`src/rtl/keypad_pkg.sv`:
```
// Shared keypad types: key code map, debounce states, per-scan classification.
// Pure declarations; no latency and no flow control.
package keypad_pkg;

    localparam logic [3:0] ROW_INIT = 4'b1110;

    // Index is raw {row[1:0], col[1:0]}; rows read "1 2 3 A", "4 5 6 B", "7 8 9 C", "E 0 F D".
    localparam logic [15:0][3:0] KEY_MAP = {
        4'hD, 4'hF, 4'h0, 4'hE,
        4'hC, 4'h9, 4'h8, 4'h7,
        4'hB, 4'h6, 4'h5, 4'h4,
        4'hA, 4'h3, 4'h2, 4'h1
    };

    typedef enum logic [1:0] {IDLE, PRESS, HELD, RELEASE} state_e;

    typedef enum logic [1:0] {SCAN_NONE, SCAN_SINGLE, SCAN_MULTI} scan_kind_e;

endpackage

```
`src/rtl/keypad_scan_debounce_if.sv`:
```
// Keypad pin and key-event bundle; master is the scanner/debouncer, slave the pins and consumer.
// Plain wires, no latency; key events are unconditional pulses with no backpressure.
interface keypad_scan_debounce_if;
    logic [3:0] columns_i;
    logic [3:0] rows_o;
    logic [3:0] key_o;
    logic       key_valid_o;
    logic       one_shot_o;

    modport master (input columns_i, output rows_o, key_o, key_valid_o, one_shot_o);
    modport slave  (output columns_i, input rows_o, key_o, key_valid_o, one_shot_o);
endinterface

```
`src/rtl/keypad_row_scanner.sv`:
```
// Row drive, column synchronizer and per-scan NONE/SINGLE/MULTI classification with raw index.
// Result strobes once per 4*SCAN_DIV cycles, one cycle after row 3 is sampled; no backpressure.
module keypad_row_scanner
    import keypad_pkg::*;
#(
    parameter int SCAN_DIV = 50000
) (
    input  logic       clk,
    input  logic       rst,
    input  logic [3:0] columns_i,
    output logic [3:0] rows_o,
    output logic       scan_done_o,
    output scan_kind_e scan_kind_o,
    output logic [3:0] scan_raw_o
);
    localparam int TW = $clog2(SCAN_DIV);

    logic [TW-1:0] timer_q, timer_d;
    logic [3:0]    rows_q, rows_d;
    logic [1:0]    row_idx_q, row_idx_d;
    logic [3:0]    sync1_q, sync2_q;
    logic [1:0]    acc_cnt_q, acc_cnt_d;
    logic [3:0]    acc_raw_q, acc_raw_d;
    logic          done_q, done_d;
    scan_kind_e    kind_q, kind_d;
    logic [3:0]    raw_q, raw_d;

    logic          tc;
    logic [3:0]    lows;
    logic [2:0]    pop;
    logic [2:0]    sum;
    logic [1:0]    col_idx;
    logic [1:0]    new_cnt;
    logic [3:0]    new_raw;

    always_comb begin
        tc        = (timer_q == TW'(SCAN_DIV - 1));
        timer_d   = tc ? '0 : timer_q + TW'(1);
        rows_d    = tc ? {rows_q[2:0], rows_q[3]} : rows_q;
        row_idx_d = tc ? row_idx_q + 2'd1 : row_idx_q;

        lows    = ~sync2_q;
        pop     = '0;
        col_idx = '0;
        for (int i = 3; i >= 0; i--) begin
            pop = pop + 3'(lows[i]);
            if (lows[i]) col_idx = 2'(i);
        end

        // Low count saturates at 2: anything beyond one key is just MULTI.
        sum     = 3'(acc_cnt_q) + pop;
        new_cnt = (sum >= 3'd2) ? 2'd2 : sum[1:0];
        new_raw = (pop == 3'd1) ? {row_idx_q, col_idx} : acc_raw_q;

        acc_cnt_d = acc_cnt_q;
        acc_raw_d = acc_raw_q;
        done_d    = 1'b0;
        kind_d    = kind_q;
        raw_d     = raw_q;
        if (tc) begin
            if (row_idx_q == 2'd3) begin
                done_d    = 1'b1;
                kind_d    = (new_cnt == 2'd0) ? SCAN_NONE :
                            (new_cnt == 2'd1) ? SCAN_SINGLE : SCAN_MULTI;
                raw_d     = new_raw;
                acc_cnt_d = '0;
                acc_raw_d = '0;
            end else begin
                acc_cnt_d = new_cnt;
                acc_raw_d = new_raw;
            end
        end
    end

    always_ff @(posedge clk) begin
        if (rst) begin
            timer_q   <= '0;
            rows_q    <= ROW_INIT;
            row_idx_q <= '0;
            sync1_q   <= 4'hF;
            sync2_q   <= 4'hF;
            acc_cnt_q <= '0;
            acc_raw_q <= '0;
            done_q    <= 1'b0;
            kind_q    <= SCAN_NONE;
            raw_q     <= '0;
        end else begin
            timer_q   <= timer_d;
            rows_q    <= rows_d;
            row_idx_q <= row_idx_d;
            sync1_q   <= columns_i;
            sync2_q   <= sync1_q;
            acc_cnt_q <= acc_cnt_d;
            acc_raw_q <= acc_raw_d;
            done_q    <= done_d;
            kind_q    <= kind_d;
            raw_q     <= raw_d;
        end
    end

    assign rows_o      = rows_q;
    assign scan_done_o = done_q;
    assign scan_kind_o = kind_q;
    assign scan_raw_o  = raw_q;

endmodule

```
`src/rtl/keypad_scan_debounce.sv`:
```
// 4x4 keypad scan plus press/release debounce emitting key code, held flag and accept pulse.
// Accept lands one cycle after the qualifying scan result; outputs are never stalled.
module keypad_scan_debounce
    import keypad_pkg::*;
#(
    parameter int SCAN_DIV       = 50000,
    parameter int DEBOUNCE_SCANS = 4
) (
    input  logic                    clk_50MHz_i,
    input  logic                    rst_sync_ha_i,
    keypad_scan_debounce_if.master  kp
);
    localparam int          CW  = $clog2(DEBOUNCE_SCANS + 1);
    localparam logic [CW-1:0] LIM = CW'(DEBOUNCE_SCANS);

    logic [3:0] rows;
    logic       scan_done;
    scan_kind_e scan_kind;
    logic [3:0] scan_raw;

    keypad_row_scanner #(.SCAN_DIV(SCAN_DIV)) u_scanner (
        .clk         (clk_50MHz_i),
        .rst         (rst_sync_ha_i),
        .columns_i   (kp.columns_i),
        .rows_o      (rows),
        .scan_done_o (scan_done),
        .scan_kind_o (scan_kind),
        .scan_raw_o  (scan_raw)
    );

    state_e        state_q, state_d;
    logic [CW-1:0] cnt_q, cnt_d;
    logic [3:0]    cand_q, cand_d;
    logic [3:0]    key_q, key_d;
    logic          valid_q, valid_d;
    logic          shot_q, shot_d;

    logic [CW-1:0] cnt_inc;
    logic          accept_en;
    logic [3:0]    accept_raw;
    logic          release_en;

    always_comb begin
        state_d    = state_q;
        cnt_d      = cnt_q;
        cand_d     = cand_q;
        key_d      = key_q;
        valid_d    = valid_q;
        shot_d     = 1'b0;
        accept_en  = 1'b0;
        accept_raw = cand_q;
        release_en = 1'b0;
        cnt_inc    = (cnt_q == LIM) ? cnt_q : cnt_q + CW'(1);

        if (scan_done) begin
            unique case (state_q)
                IDLE: if (scan_kind == SCAN_SINGLE) begin
                    cand_d     = scan_raw;
                    cnt_d      = CW'(1);
                    state_d    = PRESS;
                    accept_en  = (LIM == CW'(1));
                    accept_raw = scan_raw;
                end
                PRESS: begin
                    if (scan_kind == SCAN_SINGLE && scan_raw == cand_q) begin
                        cnt_d     = cnt_inc;
                        accept_en = (cnt_inc == LIM);
                    end else if (scan_kind == SCAN_SINGLE) begin
                        cand_d     = scan_raw;
                        cnt_d      = CW'(1);
                        accept_en  = (LIM == CW'(1));
                        accept_raw = scan_raw;
                    end else begin
                        state_d = IDLE;
                        cnt_d   = '0;
                    end
                end
                HELD: if (scan_kind == SCAN_NONE) begin
                    cnt_d      = CW'(1);
                    state_d    = RELEASE;
                    release_en = (LIM == CW'(1));
                end
                RELEASE: begin
                    if (scan_kind == SCAN_NONE) begin
                        cnt_d      = cnt_inc;
                        release_en = (cnt_inc == LIM);
                    end else begin
                        state_d = HELD;
                        cnt_d   = '0;
                    end
                end
                default: state_d = IDLE;
            endcase
        end

        if (accept_en) begin
            key_d   = KEY_MAP[accept_raw];
            valid_d = 1'b1;
            shot_d  = 1'b1;
            state_d = HELD;
            cnt_d   = '0;
        end
        // key_o deliberately keeps the last code after release.
        if (release_en) begin
            valid_d = 1'b0;
            state_d = IDLE;
            cnt_d   = '0;
        end
    end

    always_ff @(posedge clk_50MHz_i) begin
        if (rst_sync_ha_i) begin
            state_q <= IDLE;
            cnt_q   <= '0;
            cand_q  <= '0;
            key_q   <= '0;
            valid_q <= 1'b0;
            shot_q  <= 1'b0;
        end else begin
            state_q <= state_d;
            cnt_q   <= cnt_d;
            cand_q  <= cand_d;
            key_q   <= key_d;
            valid_q <= valid_d;
            shot_q  <= shot_d;
        end
    end

    assign kp.rows_o      = rows;
    assign kp.key_o       = key_q;
    assign kp.key_valid_o = valid_q;
    assign kp.one_shot_o  = shot_q;

endmodule
```
`src/flat_wrapper.sv`:
```
// flat-port wrapper written by rule: the top's interface ports become plain ports
module keypad_scan_debounce_flat import keypad_pkg::*;
#(
    parameter int SCAN_DIV       = 50000,
    parameter int DEBOUNCE_SCANS = 4
)
  (clk_50MHz_i, rst_sync_ha_i, kp_columns_i, kp_rows_o, kp_key_o, kp_key_valid_o, kp_one_shot_o);
  keypad_scan_debounce_if kp_i ();
  input  logic clk_50MHz_i;
  input  logic rst_sync_ha_i;
  input wire logic [$bits(kp_i.columns_i)-1:0] kp_columns_i;
  output wire logic [$bits(kp_i.rows_o)-1:0] kp_rows_o;
  output wire logic [$bits(kp_i.key_o)-1:0] kp_key_o;
  output wire logic [$bits(kp_i.key_valid_o)-1:0] kp_key_valid_o;
  output wire logic [$bits(kp_i.one_shot_o)-1:0] kp_one_shot_o;
  assign kp_i.columns_i = kp_columns_i;
  assign kp_rows_o = kp_i.rows_o;
  assign kp_key_o = kp_i.key_o;
  assign kp_key_valid_o = kp_i.key_valid_o;
  assign kp_one_shot_o = kp_i.one_shot_o;
  keypad_scan_debounce #(.SCAN_DIV(SCAN_DIV), .DEBOUNCE_SCANS(DEBOUNCE_SCANS)) u_core (.clk_50MHz_i(clk_50MHz_i), .rst_sync_ha_i(rst_sync_ha_i), .kp(kp_i));
endmodule
```
`config.mk`:
```
export PLATFORM = sky130hd
export DESIGN_NAME = keypad_scan_debounce_flat
export DESIGN_NICKNAME = d
export VERILOG_FILES = /design/src/rtl/keypad_pkg.sv /design/src/rtl/keypad_scan_debounce_if.sv /design/src/rtl/keypad_row_scanner.sv /design/src/rtl/keypad_scan_debounce.sv /design/src/flat_wrapper.sv
export SDC_FILE = /design/constraint.sdc
export NUM_CORES = 1
export LEC_CHECK = 0
export ABC_CLOCK_PERIOD_IN_PS = 3000
export BUFFER_PORTS_ARGS = -buffer_cell sky130_fd_sc_hd__buf_2
export CORE_UTILIZATION = 40
export CTS_CLUSTER_SIZE = 8
export DETAILED_ROUTE_END_ITERATION = 8
export SLEW_MARGIN = 20
export SYNTH_ARGS = -nofsm -noshare
export SYNTH_HDL_FRONTEND = slang
export SYNTH_SLANG_ARGS = --single-unit
export TNS_END_PERCENT = 20
```
`constraint.sdc`:
```
create_clock -name clk_50MHz_i -period 3 [get_ports clk_50MHz_i]
set_input_delay 0.6 -clock clk_50MHz_i [delete_from_list [all_inputs] [get_ports clk_50MHz_i]]
set_output_delay 0.6 -clock clk_50MHz_i [all_outputs]
set_load 0.01 [all_outputs]
```
# Word level (Yosys, flattened, before mapping)
# Memories as Yosys holds them, arrays and structs flattened. A register that Yosys moved wholly into a read port is not among the register bits.
# Cells that the tools add are included.
# classes
addsub,7
n_lt_le_gt_ge,1
n_eq_ne,21
n_mux,37
n_bitwise,2
n_reduce_logical,13
# ops
cell,n
2-to-1 mux 2 bit,15
2-to-1 mux 4 bit,5
"adder 16 x 1 -> 16 bit, second input constant",1
"== test 16 bit, second input constant",1
2-to-1 mux 3 bit,5
case mux 3 bit (4 select lines),1
AND reduction 6 bit,2
2-to-1 mux 1 bit,9
"!= test 3 x 2 -> 1 bit, second input constant",3
case mux 2 bit (4 select lines),1
case mux 4 bit (2 select lines),1
"== test 2 x 1 -> 1 bit, second input constant",3
"== test 2 bit, second input constant",3
"== test 3 bit, second input constant",2
logical NOT 2 bit,3
"!= test 2 bit, second input constant",3
"!= test 3 x 1 -> 1 bit, second input constant",2
OR reduction 2 bit,3
== test 4 bit,1
"!= test 2 x 1 -> 1 bit, second input constant",2
inverter 4 bit,1
adder 2 x 1 -> 3 bit,1
adder 2 x 3 -> 3 bit,1
adder 3 x 1 -> 3 bit,1
other kinds (11),11
# totals
regBits,54
mem_bits_ro,64
n_memories,1
# memory_table
name,words,word_bits,read_ports,rd_clocked_by_memory_dff,wr,line_no,source
(no name shown),16,4,1,1,0,keypad_scan_debounce.sv:97,key_d = KEY_MAP[accept_raw];

# Logic depth before layout (Yosys ltp)
# Gate-level depths: netlist (run 1).
# depth
word_depth,10
ltp_mapped,10

# Modules after synthesis
# A second synthesis (run 1) with hierarchy kept.
# hier_totals
cells_unflattened,301
area_unflattened_um2,2820.2
# modules_own_cells
module,instances,cells_per_inst,area_each_um2
keypad_row_scanner,1,203,1869.3
keypad_scan_debounce,1,98,950.9

# Worst setup path before layout (run 1)
# OpenSTA, ideal clock, no wires.
# synth_path
path_kind,register to register
from,register u_core.u_scanner.sync2_q[0]
to,register u_core.u_scanner.acc_raw_q[0]
setup_time_ns,0.070
t_arrival_ns,2.563
path_slack_ns,0.367
stages_incl_launch_ff,9
path_buffers,0
period_less_slack_ns,2.633
path_cell_list,dfxtp_1 -> inv_1 -> fa_1 -> ha_1 -> ha_1 -> nor3b_1 -> a31oi_1 -> or3_1 -> a21oi_1
# synth_between
elab_chain_len,5
# synth_rtl
element,line_no,source
from (decl),keypad_row_scanner.sv:21,"logic [3:0] sync1_q, sync2_q;"
from (signal assigned),keypad_row_scanner.sv:92,sync2_q <= sync1_q;
inverter 4 bit *,keypad_row_scanner.sv:42,lows = ~sync2_q;
adder 3 x 1 -> 3 bit,keypad_row_scanner.sv:46,pop = pop + 3'(lows[i]);
== test 3 x 1 -> 1 bit,keypad_row_scanner.sv:53,"new_raw = (pop == 3'd1) ? {row_idx_q, col_idx} : acc_raw_q;"
2-to-1 mux 4 bit *,keypad_row_scanner.sv:53,
2-to-1 mux 4 bit *,keypad_row_scanner.sv:61,if (row_idx_q == 2'd3) begin
to (signal assigned),keypad_row_scanner.sv:94,acc_raw_q <= acc_raw_d;
to (decl),keypad_row_scanner.sv:23,"logic [3:0] acc_raw_q, acc_raw_d;"
# Mark *: on every way between the ends. The rest lies on a longest branch, timed or not.
# A chain may end at the register's enable or synchronous reset.

# Worst setup path after layout (run 1)
# layout_path
from,register u_core.u_scanner.sync2_q[0]
to,register u_core.u_scanner.acc_cnt_q[0]
# layout_between
elab_chain_len,6
# layout_rtl
element,line_no,source
inverter 4 bit *,keypad_row_scanner.sv:42,
adder 3 x 1 -> 3 bit *,keypad_row_scanner.sv:46,
adder 2 x 3 -> 3 bit *,keypad_row_scanner.sv:51,sum = 3'(acc_cnt_q) + pop;
greater-or-equal comparator 3 x 2 -> 1 bit,keypad_row_scanner.sv:52,new_cnt = (sum >= 3'd2) ? 2'd2 : sum[1:0];
2-to-1 mux 2 bit *,keypad_row_scanner.sv:52,
2-to-1 mux 2 bit *,keypad_row_scanner.sv:61,
to (signal assigned),keypad_row_scanner.sv:93,acc_cnt_q <= acc_cnt_d;
to (decl),keypad_row_scanner.sv:22,"logic [1:0] acc_cnt_q, acc_cnt_d;"
# Marked as above.

==> results of run 1 <==
-- Yosys cell counts, types with 2 or more instances --
master     number  area (µm²)
nand4_1         4        25.0
a2111oi_0       2        17.5
fa_1            2        40.0
or2_2           8        50.1
nor2b_1         3        18.8
nand2b_1        6        37.5
a211oi_1        8        60.1
mux2i_1         9        90.1
a22oi_1         2        15.0
xor2_1          9        78.8
mux2_2          2        22.5
a311o_1         2        20.0
and3_1          4        25.0
inv_1          13        48.8
nand2_1        28         105
nor2_1         33         124
and4_1          2        17.5
nor3_1          4        20.0
a31o_2          2        17.5
a31oi_1         6        37.5
or3_1           7        43.8
buf_2           3        15.0
nand3_1         7        35.0
o21ai_0        12        60.1
a21oi_1        16        80.1
xnor2_1         9        78.8
dfxtp_1        58        1160
nor3b_1         5        37.5
ha_1           10         125
clkbuf_1        6        22.5
nand3b_1        2        15.0
-- cell type report --
cell class,count,area [µm²]
fillers,621,3410
clock buffers,12,155
repair buffers,21,120
inverters,14,52.6
multi-input cells,223,1490
flip-flops and latches,58,1160
well taps,77,96.3
clock inverters,3,15.0
-- cells by family (layout without fill, tap and decap cells) --
logic type               count (synthesis)  count (layout)  synth area share
AND/OR/NAND/NOR                        125             125             0.250
buffers and inverters                   24              50            0.0368
adder cells (fa/ha/maj)                 12              12            0.0601
XOR/XNOR                                18              18            0.0573
flip-flops                              58              58             0.422
multiplexers                            11              11            0.0409
AO/OA/AOI/OAI                           57              57             0.132
-- routing by layer --
| metal | global-route usage | wire [µm] |
|---|---|---|
| met3 | 0.0554 | 170 |
| met4 | 0.0555 | 64 |
| met5 | 0 | 0 |
| met2 | 0.279 | 2430 |
| met1 | 0.202 | 2570 |
-- worst paths after layout --
path	endpoint	slack, ns	cells past startpoint
setup / recovery	u_core.u_scanner.acc_cnt_q[0]$_SDFFE_PP0P_	0.31	10
hold / removal	u_core.u_scanner.sync2_q[1]$_SDFF_PP1_	0.41	1
setup reg to reg	u_core.u_scanner.acc_cnt_q[0]$_SDFFE_PP0P_	0.31	10
hold reg to reg	u_core.u_scanner.sync2_q[1]$_SDFF_PP1_	0.41	1
-- power by group through the flow --
stage | sequential [W] | clock [W] | combinational [W]
final | 0.000783 | 0.000628 | 0.0000523
after global routing | 0.000783 | 0.000696 | 0.0000619
after CTS | 0.000782 | 0.000657 | 0.0000534
after detailed placement | 0.000800 | 0 | 0.0000531
after global placement | 0.000800 | 0 | 0.0000522
after floorplan | 0.000799 | 0 | 0.0000363
-- state kept, by name, summed over array words and instances (netlist names), 2 cells and up --
signal	count
u_core.u_scanner.timer_q	16
u_core.cand_q	4
u_core.u_scanner.acc_raw_q	4
u_core.u_scanner.scan_kind_o	2
u_core.u_scanner.scan_raw_o	4
u_core.u_scanner.row_idx_q	2
u_core.u_scanner.acc_cnt_q	2
u_core.u_scanner.sync1_q	4
u_core.cnt_q	3
u_core.u_scanner.rows_o	4
u_core.u_scanner.sync2_q	4
u_core.state_q	2
u_core.kp.key_o	4
-- stage by stage --
step	utilization	total power, W	std cells	hold slack (ns)	setup slack (ns)
finish	0.475	0.00146	408	0.407	0.312
global route	0.475	0.00154	408	0.436	0.0789
CTS	0.475	0.00149	408	0.411	0.306
detailed placement	0.449	0.000853	393	0.393	0.298
global placement	0.449	0.000852	393	0.396	0.386
floorplan	-	0.000835	305	0.389	0.367
==> flow_summary.yaml, run 1 <==
outcome:
  run_status: "complete, but fails checks"
  violations: "design-rule violations"
synthesis:
  syn_avg_cell_area_um2: 9.02
  ys_ff_latch: 58
  syn_area_um2: 2750
  synth.yosys.warnings: 0
  synth_cell_types: 52
  seq_area_frac_synth: 0.422
  synth-main-ff-cell: "dfxtp_1"
  async_flop_share: 0
  netlist_instances: 305
  syn-num-nets: 323
  synth_edf_count: 0
sta:
  relSlewSlack: 0.550
  rsz0062_at_grt: "no"
  hold_viol_final: 0
  skew_ns: 0.00758
  tightestPinTransition_ns: 0.656
  max_freq_ghz: 0.372
  setup_violations: 0
  post-route-min-period_ns: 2.69
  fin_tns_setup_ns: 0
  finalCritPeriodShare: 0.896
  drv_slew: 0
detailed_routing:
  drt_pass1_iterations: 9
  routed_wl_um: 5230
  routedWlPerCell_um: 12.8
  postRouteAntennaNets: 0
  viasPerCell: 5.21
  first_iter_violations: 92
  via_count: 2127
  route.detailed.drc: 1
power:
  p_int_w: 0.00114
  ir_drop_uv: 312
  p_sw_w: 0.000326
  power.density_nw_per_um2: 474
  p_leak_nw: 1.23
  clockPowerShare: 0.429
  swShare: 0.223
  combinationalPowerShare: 0.036
  pwr-share-seq: 0.535
floorplan:
  core-area_um2: 6490
  die_w_um: 84.9
  io_pins: 16
  die_area_um2: 7210
  std_cell_rows: 29
  initial_core_util: 0.423
  fp.dieH_um: 84.9
cts:
  clkLatencyLatePin_ns: 0.33
  clockBufferDepth: 2
  cts.clk_slew.worst_paths_ns: 0.07
  cts.repair.resized: 0
  postCtsHoldBufs: 0
  post_cts_buffers: 0
  h-tree-depth: 3
  cts_tree: "yes"
  cts_root_buf: "clkbuf_8"
  clkSinkCount: 58
  cts_buffers: 9
setup_path:
  path_class: "reg2reg"
  crit_chain: "inv_1 -> fa_1 -> ha_1 -> ha_1 -> fa_1 -> xor2_1 -> nor2_1 -> nand2_1 -> or3_1 -> a21oi_1"
  max_stage_delay_ns: 0.48
  crit_required_ns: 3.27
  end_kind: "register"
  cp_slowest_cell: "fa_1"
  crit_fanout: 3
  cp-start-kind: "register"
  path_buf_inv: 1
  cp_data_arrival_time_ns: 2.96
  cp-startpoint: "u_core.u_scanner.sync2_q[0]$_SDFF_PP1_"
  worstReg2RegStart: "u_core.u_scanner.sync2_q[0]$_SDFF_PP1_"
  path_delay_family: "adder cells"
grt:
  overflow: 0
  grt_pass1_vias: 2089
  antenna_found_initial: 0
  grt_max_degree: 34
  grt_pass1_wl_um: 9560
  globalRouteTotalUtil: 0.167
placed_design:
  hpwl_um: 3610
  io_buffers: 15
  gp_congestion: 0.748
  placed_area_um2: 2920
min_path:
  hold_path_class: "reg2reg"
  hp-start: "u_core.u_scanner.sync1_q[1]$_SDFF_PP1_"
final_layout:
  antennaDiodeCount: 0
  final_nets: 345
  final_cell_mix: "dfxtp_1 (58), nor2_1 (33), nand2_1 (28)"
  layout_commonest_cell: "dfxtp_1"
  final_area_um2: 3090
  syn_to_final_growth_pct: 12.3
  drive_above_1_share: 0.160
flow_run:
  max-cap-violations: 0
Note: power is estimated with default switching activity, not from simulation.
==> run 2, diff against run 1 <==
--- a/config.mk
+++ b/config.mk
@@ -8,4 +8,5 @@
 export ABC_CLOCK_PERIOD_IN_PS = 3000
 export BUFFER_PORTS_ARGS = -buffer_cell sky130_fd_sc_hd__buf_2
+export CORE_ASPECT_RATIO = 0.6
 export CORE_UTILIZATION = 40
 export CTS_CLUSTER_SIZE = 8
==> constraint.sdc (replaced) <==
create_clock -name clk_50MHz_i -period 3 [get_ports clk_50MHz_i]
set_input_delay 0.15 -clock clk_50MHz_i [delete_from_list [all_inputs] [get_ports clk_50MHz_i]]
set_output_delay 0.15 -clock clk_50MHz_i [all_outputs]
set_load 0.01 [all_outputs]
==> run 2 against run 1 <==
Compared with the run above:
- the flow now finishes without violations
- worst hold slack got worse by 0.084 ns
- global-route usage rose by 0.76 points
- first-iteration DRC count rose by 6.5%
- sequential power barely moved
- critical endpoint unchanged
- combinational power rose by 3%
- register-to-register slack improved by 0.02 ns
- setup slack improved by 0.024 ns
- total power rose by 34%
- maximum frequency rose by 0.89%
- non-clock buffer count rose by 2
==> flow_summary.yaml, run 2 (synthesis gave the netlist of run 1 again) <==
floorplan:
  core-area_um2: 6360
  initial_core_util: 0.433
  io_pins: 16
  std_cell_rows: 22
  die_area_um2: 7220
  fp.dieH_um: 66.2
  die_w_um: 109
final_layout:
  antennaDiodeCount: 0
  top_register: "u_core.u_scanner.timer_q"
  largest_reg_flops: 16
  layout_commonest_cell: "dfxtp_1"
  final_nets: 347
  syn_to_final_growth_pct: 19.3
  stdcell_count: 418
  drive_above_1_share: 0.156
  final_cell_mix: "dfxtp_1 (58), nor2_1 (33), nand2_1 (28)"
detailed_routing:
  via_count: 2125
  routedWlPerCell_um: 13.1
  route.detailed.drc: 0
  drt_pass1_iterations: 4
  viasPerCell: 5.08
  first_iter_violations: 98
  routed_wl_um: 5490
  postRouteAntennaNets: 0
sta:
  post-route-min-period_ns: 2.66
  setup_violations: 0
  hold_viol_final: 0
  finalCritPeriodShare: 0.888
  skew_ns: 0.00547
  drv_slew: 0
  relSlewSlack: 0.551
  fin_hold_ws_ns: 0.323
  max_freq_ghz: 0.375
  rsz0062_at_grt: "no"
  tightestPinTransition_ns: 0.655
  fin_ws_ns: 0.336
  fin_tns_setup_ns: 0
placed_design:
  place_ws_ns: 0.327
  gp_congestion: 0.781
  io_buffers: 15
  dp.cells: 398
  hpwl_um: 3710
grt:
  globalRouteTotalUtil: 0.174
  overflow: 0
  grt_pass1_wl_um: 9380
  antenna_found_initial: 0
  grt_pass1_vias: 1977
  grt_max_degree: 35
setup_path:
  crit_fanout: 3
  path_delay_family: "adder cells"
  end_kind: "register"
  cp_slowest_cell: "fa_1"
  crit_chain: "inv_1 -> fa_1 -> ha_1 -> ha_1 -> fa_1 -> xor2_1 -> nor2_1 -> nand2_1 -> or3_1 -> a21oi_1"
  path_buf_inv: 1
  max_stage_delay_ns: 0.47
  cp_data_arrival_time_ns: 2.92
  path_class: "reg2reg"
  crit_required_ns: 3.25
  cp-start-kind: "register"
cts:
  post_cts_buffers: 0
  cts_tree: "yes"
  clkSinkCount: 58
  cts.repair.resized: 0
  h-tree-depth: 3
  clockBufferDepth: 2
  cts.clk_slew.worst_paths_ns: 0.05
  cts_buffers: 9
  cts_root_buf: "clkbuf_16"
  postCtsHoldBufs: 4
  clkLatencyLatePin_ns: 0.33
power:
  ir_drop_uv: 292
  power.density_nw_per_um2: 596
  p_total_w: 0.00195
  p_leak_nw: 1.30
flow_run:
  max-cap-violations: 0
outcome:
  run_status: "complete, no violations"
min_path:
  hold_path_class: "in2reg"
run 2: cell types whose count changed in the layout (fill, tap and decap cells not counted):
| cell | delta |
|---|---|
| clkinv_4 | +1 |
| clkbuf_8 | -9 |
| bufinv_16 | +2 |
| dlygate4sd3_1 | +4 |
| buf_4 | -2 |
| clkinv_2 | -2 |
| clkbuf_16 | +9 |
run 2: per-layer routing:
| layer | global-route usage | share of wire |
|---|---|---|
| met2 | 0.249 | 0.40 |
| met4 | 0.0659 | 0.0086 |
| met1 | 0.237 | 0.56 |
| met5 | 0 | 0 |
| met3 | 0.0621 | 0.040 |
run 2: final timing paths:
kind / slack, ns / end / startpoint / cells past startpoint
worst max-delay path: 0.34 / u_core.u_scanner.acc_cnt_q[0]$_SDFFE_PP0P_ / u_core.u_scanner.sync2_q[0]$_SDFF_PP1_ / 10
worst min-delay path: 0.32 / u_core.u_scanner.scan_kind_o[0]$_SDFFE_PP0P_ / rst_sync_ha_i / 2
worst max register to register: 0.34 / u_core.u_scanner.acc_cnt_q[0]$_SDFFE_PP0P_ / u_core.u_scanner.sync2_q[0]$_SDFF_PP1_ / 10
worst min register to register: 0.41 / u_core.u_scanner.sync2_q[0]$_SDFF_PP1_ / u_core.u_scanner.sync1_q[0]$_SDFF_PP1_ / 1
run 2: power breakdown:
part / internal (W) / total [W] / switching [W]
Clock: 0.000771 / 0.00112 / 0.000345
Combinational: 0.0000239 / 0.0000541 / 0.0000302
Sequential: 0.000780 / 0.000784 / 0.00000441
run 2: area by class of cell:
class	instances	area [µm²]
Fill cell	594	3080
Inverter	14	52.6
Multi-Input combinational cell	223	1490
Clock inverter	4	73.8
Clock buffer	12	256
Sequential cell	58	1160
Tap cell	84	105
Timing Repair Buffer	23	145
run 2: stage by stage:
step	util	cell area [µm²]
global route	0.516	3280
global placement	0.458	2910
CTS	0.516	3280
finish	0.516	3280
detailed placement	0.458	2910
floorplan	-	2750
==> run 3, diff against run 2 <==
ABC_CLOCK_PERIOD_IN_PS = 3360   (was 3000)
clock period = 3.36 ns   (was 3 ns; I/O delays follow)
==> run 3 against run 2 <==
Compared with the run above:
- core utilization down 1.1 points
- design area down 2.1%
- cell count down 1.4%
- total power down 13%
- first-iteration DRC count down 10%
- critical path depth unchanged
- clock skew about the same
- routed wire length up 2.6%
- worst hold slack worse by 0.31 ns
==> flow_summary.yaml, run 3 (synthesis gave the netlist of run 1 again) <==
min_path:
  hold_path_class: "in2reg"
  min_delay_path_depth: 2
  hp-start: "kp_columns_i[0]"
  whs_endpoint: "u_core.u_scanner.sync1_q[0]$_SDFF_PP1_"
setup_path:
  cp_data_arrival_time_ns: 2.94
  cp_slowest_cell: "fa_1"
  path_class: "reg2reg"
  reg2reg_slack_ns: 0.67
  crit-reg2reg-capture: "u_core.u_scanner.acc_cnt_q[0]$_SDFFE_PP0P_"
  worstReg2RegStart: "u_core.u_scanner.sync2_q[1]$_SDFF_PP1_"
  crit_fanout: 3
  crit_chain: "inv_1 -> fa_1 -> ha_1 -> ha_1 -> fa_1 -> xor2_1 -> nor2_1 -> nand2_1 -> or3_1 -> a21oi_1"
  end_kind: "register"
  cp-start-kind: "register"
  crit_required_ns: 3.61
  r2r_cells: 10
  max_stage_delay_ns: 0.45
final_layout:
  multi_input_area_um2: 1490
  drive_above_1_share: 0.155
  regArea_um2: 1160
  top_register: "u_core.u_scanner.timer_q"
  largest_reg_flops: 16
  layout_commonest_cell: "dfxtp_1"
  final_nets: 341
  final_cell_mix: "dfxtp_1 (58), nor2_1 (33), nand2_1 (28)"
  antennaDiodeCount: 0
  fillerInstances: 603
  syn_to_final_growth_pct: 16.8
  stdcell_count: 412
cts:
  clkLatencyLatePin_ns: 0.33
  clockBufferDepth: 2
  cts_tree: "yes"
  cts.repair.resized: 0
  postCtsHoldBufs: 0
  cts_buffers: 9
  cts.clk_slew.worst_paths_ns: 0.05
  cts_root_buf: "clkbuf_16"
  post_cts_buffers: 0
  clkSinkCount: 58
  h-tree-depth: 3
sta:
  max_freq_ghz: 0.372
  drv_slew: 0
  rsz0062_at_grt: "no"
  post-route-min-period_ns: 2.69
  relSlewSlack: 0.515
  finalCritPeriodShare: 0.800
  setup_violations: 0
  hold_viol_final: 0
  skew_ns: 0.00566
  tightestPinTransition_ns: 0.708
  fin_hold_ws_ns: 0.0157
  fin_tns_setup_ns: 0
floorplan:
  core-area_um2: 6360
  io_pins: 16
  initial_core_util: 0.433
  die_w_um: 109
  std_cell_rows: 22
  fp.dieH_um: 66.2
  die_area_um2: 7220
power:
  ir_drop_uv: 335
  power.density_nw_per_um2: 527
  p_leak_nw: 1.27
detailed_routing:
  dr.max_layer_used: "met4"
  first_iter_violations: 88
  drt_pass1_iterations: 4
  drt-met1-wl_um: 3130
  route.detailed.drc: 0
  postRouteAntennaNets: 0
  via_count: 2136
  dr_wl_met3_um: 322
  viasPerCell: 5.18
  routed_wl_um: 5630
  route.met2.wl_um: 2110
  routedWlPerCell_um: 13.7
grt:
  grt_pass1_vias: 1971
  antenna_found_initial: 0
  globalRouteTotalUtil: 0.185
  grt_pass1_wl_um: 9860
  overflow: 0
  grt_max_degree: 35
placed_design:
  gp_congestion: 0.794
  dp.cells: 396
  io_buffers: 15
  hpwl_um: 3890
flow_run:
  max-cap-violations: 0
outcome:
  run_status: "complete, no violations"
## run 3: changes by cell type in the layout (fill, tap and decap cells not counted), sizes merged
cell / before / now
bufinv: 2 / 1
buf: 19 / 17
clkinv: 3 / 4
dlygate4sd3: 4 / 0
## run 3: critical path, delay by kind of cell, from the launching register on
kind / cells / cell delay [ns]
AND/OR/NAND/NOR: 3 / 0.54
adder cells (fa/ha/maj): 4 / 1.36
AO/OA/AOI/OAI: 1 / 0.14
flip-flops: 1 / 0.34
buffers and inverters: 1 / 0.08
XOR/XNOR: 1 / 0.15
## run 3: report_power, final
part | internal, W | switching, W
Combinational | 0.0000184 | 0.0000267
Sequential | 0.000696 | 0.00000393
Clock | 0.000632 | 0.000316
Total | 0.00135 | 0.000347
## run 3: through the flow
| stage | setup WS (ns) | utilization | power [W] | cell area, µm² |
|---|---|---|---|---|
| 2_1_floorplan | 0.727 | - | 0.000746 | 2750 |
| 3_3_place_gp | 0.733 | 0.456 | 0.000759 | 2900 |
| 3_5_place_dp | 0.671 | 0.456 | 0.000759 | 2900 |
| 4_1_cts | 0.657 | 0.505 | 0.00172 | 3210 |
| 5_1_grt | 0.518 | 0.505 | 0.00176 | 3210 |
| 6_report | 0.673 | 0.505 | 0.00169 | 3210 |
## run 3: worst max path at each step
stage                                            endpoint                                   start  cells past startpoint  slack [ns]
2_1_floorplan  u_core.u_scanner.acc_raw_q[0]$_SDFFE_PP0P_  u_core.u_scanner.sync2_q[0]$_SDFF_PP1_                      8        0.73
3_3_place_gp   u_core.u_scanner.acc_cnt_q[0]$_SDFFE_PP0P_  u_core.u_scanner.sync2_q[0]$_SDFF_PP1_                     10        0.73
3_5_place_dp   u_core.u_scanner.acc_cnt_q[0]$_SDFFE_PP0P_  u_core.u_scanner.sync2_q[1]$_SDFF_PP1_                     10        0.67
6_report       u_core.u_scanner.acc_cnt_q[0]$_SDFFE_PP0P_  u_core.u_scanner.sync2_q[1]$_SDFF_PP1_                     10        0.67
5_1_grt        u_core.u_scanner.acc_cnt_q[0]$_SDFFE_PP0P_  u_core.u_scanner.sync2_q[1]$_SDFF_PP1_                     10        0.52
4_1_cts        u_core.u_scanner.acc_cnt_q[0]$_SDFFE_PP0P_  u_core.u_scanner.sync2_q[1]$_SDFF_PP1_                     10        0.66
## run 3: metal layers
| layer | up-vias | global-route usage |
|---|---|---|
| met2 | 36 | 0.242 |
| met5 | - | 0 |
| met3 | 10 | 0.0867 |
| met1 | 975 | 0.259 |
| li1 | 1115 | - |
| met4 | 0 | 0.0591 |
## run 3: final cells by class
type	instances	share of cell area
multi-input cells	223	0.463
flip-flops and latches	58	0.362
repair buffers	17	0.0280
clock inverters	4	0.0152
inverters	14	0.0164
clock buffers	12	0.0830
well taps	84	0.0327
